## config.mk

```make
export PLATFORM = sky130hd
export DESIGN_NAME = gf_field_arith_flat
export DESIGN_NICKNAME = d
export VERILOG_FILES = /design/src/rtl/gf_field_arith_if.sv /design/src/rtl/gf_field_arith.sv /design/src/flat_wrapper.sv
export SDC_FILE = /design/constraint.sdc
export NUM_CORES = 1
export LEC_CHECK = 0
export CAP_MARGIN = 10
export CORE_UTILIZATION = 45
export CTS_CLUSTER_SIZE = 28
export DETAILED_ROUTE_END_ITERATION = 12
export PLACE_DENSITY = 0.89
export SLEW_MARGIN = 20
export SYNTH_ARGS = -nofsm -noshare
export SYNTH_HDL_FRONTEND = slang
export SYNTH_SLANG_ARGS = --single-unit
```

## constraint.sdc

```tcl
create_clock -name clk -period 3.4 [get_ports clk]
set_input_delay 0.51 -clock clk [delete_from_list [all_inputs] [get_ports clk]]
set_output_delay 0.51 -clock clk [all_outputs]
set_load 0.02 [all_outputs]
```

## src/rtl/gf_field_arith_if.sv

```systemverilog
// Operand/result bundle for one field-arithmetic lane.
// Multiply uses start/done strobes; add is strobe-free.
interface gf_field_arith_if #(
  parameter int WIDTH = 8
);
  logic             start;
  logic [WIDTH-1:0] in_1;
  logic [WIDTH-1:0] in_2;
  logic             done;
  logic [WIDTH-1:0] out;
  logic [WIDTH-1:0] add_in_1;
  logic [WIDTH-1:0] add_in_2;
  logic [WIDTH-1:0] add_out;

  modport master (
    output start, in_1, in_2,
    output add_in_1, add_in_2,
    input  done, out, add_out
  );

  modport slave (
    input  start, in_1, in_2,
    input  add_in_1, add_in_2,
    output done, out, add_out
  );
endinterface

```

## src/rtl/gf_field_arith.sv

```systemverilog
// Byte-lane field arithmetic: GF(2^8) (poly 0x11B) or integers mod 251.
// Latency-1 pipelined multiplier plus a field adder.
module gf_field_arith #(
  parameter string FIELD   = "P251",
  parameter int    WIDTH   = 8,
  parameter bit    REG_ADD = 1'b0
) (
  input logic          clk,
  input logic          rst,
  gf_field_arith_if.slave bus
);

  localparam bit IS_P = (FIELD == "P251");

  function automatic logic [7:0] gf_mul(
    input logic [7:0] a,
    input logic [7:0] b
  );
    logic [7:0] acc;
    logic [7:0] sh;
    acc = 8'h00;
    sh  = a;
    for (int i = 0; i < 8; i++) begin
      if (b[i]) acc = acc ^ sh;
      sh = {sh[6:0], 1'b0} ^ (sh[7] ? 8'h1B : 8'h00);
    end
    return acc;
  endfunction

  // Fold using 256 == 5 (mod 251) twice, then one final subtract.
  function automatic logic [7:0] p_mul(
    input logic [7:0] a,
    input logic [7:0] b
  );
    logic [15:0] p;
    logic [10:0] x;
    logic [8:0]  y;
    p = {8'h00, a} * {8'h00, b};
    x = 11'(p[15:8]) * 11'd5 + 11'(p[7:0]);
    y = 9'(x[10:8]) * 9'd5 + 9'(x[7:0]);
    if (y >= 9'd251) y = y - 9'd251;
    return y[7:0];
  endfunction

  function automatic logic [7:0] p_add(
    input logic [7:0] a,
    input logic [7:0] b
  );
    logic [8:0] s;
    s = {1'b0, a} + {1'b0, b};
    if (s >= 9'd251) s = s - 9'd251;
    if (s >= 9'd251) s = s - 9'd251;
    return s[7:0];
  endfunction

  logic [WIDTH-1:0] prod;
  logic [WIDTH-1:0] sum;
  logic             done_q;
  logic [WIDTH-1:0] out_q;

  always_comb begin
    prod = '0;
    sum  = '0;
    if (IS_P) begin
      prod = p_mul(bus.in_1, bus.in_2);
      sum  = p_add(bus.add_in_1, bus.add_in_2);
    end else begin
      prod = gf_mul(bus.in_1, bus.in_2);
      sum  = bus.add_in_1 ^ bus.add_in_2;
    end
  end

  always_ff @(posedge clk) begin
    if (rst) begin
      done_q <= 1'b0;
      out_q  <= '0;
    end else begin
      done_q <= bus.start;
      if (bus.start) out_q <= prod;
    end
  end

  assign bus.done = done_q;
  assign bus.out  = out_q;

  generate
    if (REG_ADD) begin : g_add_reg
      logic [WIDTH-1:0] add_q;
      always_ff @(posedge clk) begin
        if (rst) add_q <= '0;
        else     add_q <= sum;
      end
      assign bus.add_out = add_q;
    end else begin : g_add_comb
      assign bus.add_out = sum;
    end
  endgenerate

endmodule

```

## src/flat_wrapper.sv

```systemverilog
// flat-port wrapper written by rule: the top's interface ports become plain ports
module gf_field_arith_flat 
#(
  parameter string FIELD   = "    ",
  parameter int    WIDTH   = 8,
  parameter bit    REG_ADD = 1'b0
)
  (clk, rst, bus_start, bus_in_1, bus_in_2, bus_add_in_1, bus_add_in_2, bus_done, bus_out, bus_add_out);
  gf_field_arith_if #(.WIDTH(WIDTH)) bus_i ();
  input logic clk;
  input logic rst;
  input wire logic [$bits(bus_i.start)-1:0] bus_start;
  input wire logic [$bits(bus_i.in_1)-1:0] bus_in_1;
  input wire logic [$bits(bus_i.in_2)-1:0] bus_in_2;
  input wire logic [$bits(bus_i.add_in_1)-1:0] bus_add_in_1;
  input wire logic [$bits(bus_i.add_in_2)-1:0] bus_add_in_2;
  output wire logic [$bits(bus_i.done)-1:0] bus_done;
  output wire logic [$bits(bus_i.out)-1:0] bus_out;
  output wire logic [$bits(bus_i.add_out)-1:0] bus_add_out;
  assign bus_i.start = bus_start;
  assign bus_i.in_1 = bus_in_1;
  assign bus_i.in_2 = bus_in_2;
  assign bus_i.add_in_1 = bus_add_in_1;
  assign bus_i.add_in_2 = bus_add_in_2;
  assign bus_done = bus_i.done;
  assign bus_out = bus_i.out;
  assign bus_add_out = bus_i.add_out;
  gf_field_arith #(.FIELD(FIELD), .WIDTH(WIDTH), .REG_ADD(REG_ADD)) u_core (.clk(clk), .rst(rst), .bus(bus_i));
endmodule
```

==> flow_metrics.py <==
metrics = {
    "die": {
        "fp.dieW_um": 63.00,
        "die_area_um2": 3968,
        "core.rowCount": 21,
        "ios": 52,
        "initial_core_util": 0.4864,
        "die_y_um": 63.00,
        "area_of_the_core_um2": 3442,
    },
    "synth": {
        "post_synthesis_net_count": 250,
        "synth_warnings": 0,
        "ys_seq_elements": 9,
        "mappedNetlistArea_um2": 1674,
        "postSynthCellCount": 215,
        "ys_types": 34,
        "synthesis.area_per_instance_um2": 7.787,
        "ys_seq_area_frac": 0.1076,
    },
    "cts": {
        "clkTransAtPathRegs_ns": 0.04,
        "cts.repair.resized": 0,
        "library_cell_used_as_clock_root_buffer": "sky130_fd_sc_hd__clkbuf_8",
        "htree_num_levels": 1,
        "cts.repair_timing.setup_buffer_count": 0,
        "cts_buffer_depth": 2,
        "clk-insertion-delay-late_ns": 0.23,
        "holdBufCountCts": 0,
        "tritoncts": "done",
        "number_of_buffers_inserted_during_clock_tree_synthesis": 3,
        "clock_sink_count": 9,
    },
    "cells_and_area": {
        "final_area_um2": 2217,
        "layout.area.seq_um2": 180.2,
        "diodes": 0,
        "multi_input_area_um2": 1386,
        "fin_util": 0.6441,
        "fillCellCount": 309,
        "mostFrequentLayoutCells": "51 x sky130_fd_sc_hd__nand2_1, 51 x sky130_fd_sc_hd__clkdlybuf4s50_1, 47 x sky130_fd_sc_hd__xnor2_1, 27 x sky130_fd_sc_hd__xor2_1, 9 x sky130_fd_sc_hd__dfxtp_1",
        "nNetsFinal": 291,
        "layout_cell_share_with_drive_strength_beyond_1": 0.06275,
        "area_growth_syn_to_layout_pct": 32.44,
    },
    "setup_path": {
        "critical_path_class": "input pin to flip-flop",
        "crit_required_ns": 3.49,
        "cp_cell_instances": "clkdlybuf4s50_1 > buf_4 > xor2_1 > xor2_2 > nand2_1 > xor2_1 > xnor2_1 > xnor2_1 > a211oi_2",
        "endpoint_kind": "flip-flop",
        "crit_path_top_delay_cell": "sky130_fd_sc_hd__clkdlybuf4s50_1",
        "cp_data_arrival_time_ns": 2.67,
        "crit_path_start_kind": "input pin",
        "cp_slowest_stage_delay_ns": 0.45,
        "worstPathMaxFanout": 15,
    },
    "timing": {
        "final_min_period_over_clock_period": 0.7606,
        "grt_setup_unrepaired": "false",
        "timing_hold_violations_final": 0,
        "finalSetupTns_ns": 0,
        "max-slew-margin-rel": 0.6453,
        "clock_skew_ns": 0,
        "final_critical_delay_including_setup_and_external_delays_ns": 2.586,
        "clock.fmax_mhz": 386.7,
        "final-max-slew-violation-count": 0,
        "report.final.setup_viol": 0,
        "timing_worst_slew_pin_value_ns": 0.5304,
    },
    "pwr": {
        "power.combinational.fraction": 0.668,
        "max-vdd-ir-drop_v": 0.0001203,
        "power.share.sequential": 0.175,
        "sw_frac_of_total": 0.3843,
        "total_switching_power_uw": 294.9,
        "p_per_area_nw_per_um2": 346.2,
        "fin_total_pwr_uw": 767.5,
        "static-leakage-power_uw": 0.0008840,
        "internal_power_uw": 472.6,
        "p_clk_frac": 0.156,
    },
    "placed_design": {
        "placedInstanceArea_um2": 2172,
        "place.gp.congestion": 0.9275,
        "io_buffers": 51,
        "place.detailed.hpwl_um": 2994,
    },
    "min_path": {
        "hold_path_class": "flip-flop to flip-flop",
    },
    "detailed_routing": {
        "dr_total_vias": 1525,
        "drt_iter0_markers": 45,
        "via_per_inst": 5.066,
        "routed_wire_length_per_instance_um": 12.59,
        "detail_route.drc_violations": 0,
        "number_of_nets_with_antenna_violations_after_detailed_routing": 0,
        "drt-total-wl_um": 3789,
        "first_pass_iters": 4,
    },
    "grt": {
        "grtUsageTotal": 0.2003,
        "grt_pass1_wl_um": 6292,
        "antenna_found_initial": 0,
        "grt_overflow_total": 0,
        "grt_pass1_vias": 1445,
        "grt_max_degree": 17,
    },
    "job": {
        "max_cap_viol_count": 0,
    },
    "outcome": {
        "outcome": "finished, final reports clean",
    },
}
==> registers in the layout (all words and copies together), names as in the netlist <==
name / flops
u_core.bus.out: 8
u_core.bus.done: 1
==> cell usage after synthesis, drive strengths merged <==
cell type / number / area [um^2]
nand2: 51 / 191.4
xnor2: 50 / 460.4
xor2: 30 / 285.3
clkbuf: 10 / 37.54
buf: 9 / 62.55
dfxtp: 9 / 180.2
nor2: 7 / 26.28
a211oi: 6 / 50.05
o21ai: 5 / 25.02
mux2i: 4 / 40.04
nand2b: 4 / 25.02
xnor3: 4 / 90.09
nor3b: 3 / 22.52
a21oi: 2 / 10.01
a22oi: 2 / 15.01
inv: 2 / 7.510
nand3: 2 / 10.01
nor2b: 2 / 12.51
nor3: 2 / 10.01
o22ai: 2 / 12.51
a2111oi: 1 / 15.01
a21o: 1 / 7.510
a31oi: 1 / 6.260
and4b: 1 / 10.01
nand3b: 1 / 7.510
nor4bb: 1 / 10.01
o211a: 1 / 10.01
o221ai: 1 / 8.760
xor3: 1 / 25.02
==> stage by stage <==
step                hold slack (ns)  worst slack, ns  instances
floorplan                    0.5559            1.375        215
global placement             0.4820           0.6563        297
detailed placement           0.4816           0.5853        297
CTS                          0.4872           0.8237        301
global route                 0.5050           0.6685        301
finish                       0.4889           0.8139        301
==> cells by family after synthesis <==
logic type	synth area share
mux	0.02392
flops	0.1076
compound gates	0.09566
buf+inv	0.06427
simple gates	0.1943
xor+xnor	0.5142
==> final timing paths <==
path | slack (ns) | depth (start not counted) | startpoint | endpoint
max | 0.81 | 9 | bus_in_1[7] | u_core.bus.out[6]
min | 0.49 | 2 | u_core.bus.out[3] | u_core.bus.out[3]
max reg2reg | 2.68 | 2 | u_core.bus.out[2] | u_core.bus.out[2]
min reg2reg | 0.49 | 2 | u_core.bus.out[3] | u_core.bus.out[3]
==> critical path, delay by kind of cell <==
family                    cells  cell delay, ns
and+or+nand+nor               1            0.10
AOI/OAI and AO/OA             1            0.11
xor gates and xnor gates      5            1.24
buffers and inverters         2            0.70
==> power by group through the flow <==
stage	logic (uW)	registers [uW]	clock network [uW]
6_report	513	135	120
5_1_grt	553	137	131
4_1_cts	515	135	123
3_5_place_dp	511	136	0
3_3_place_gp	500	136	0
2_1_floorplan	344	161	0
==> routing by layer <==
| layer | track usage | vias up | share of wire |
|---|---|---|---|
| met5 | 0 | - | 0 |
| met4 | 0.09593 | 0 | 0.015 |
| met3 | 0.02920 | 6 | 0.063 |
| met2 | 0.3669 | 66 | 0.51 |
| met1 | 0.2225 | 690 | 0.42 |
| li1 | - | 763 | - |
==> cell type report <==
type | count | area share
clock buffer | 4 | 0.02032
inverter | 2 | 0.003386
multi-input combinational | 185 | 0.6253
sequential | 9 | 0.08126
tap | 46 | 0.02596
timing repair buffer | 55 | 0.2438
Note: power is estimated with default switching activity, not from simulation.
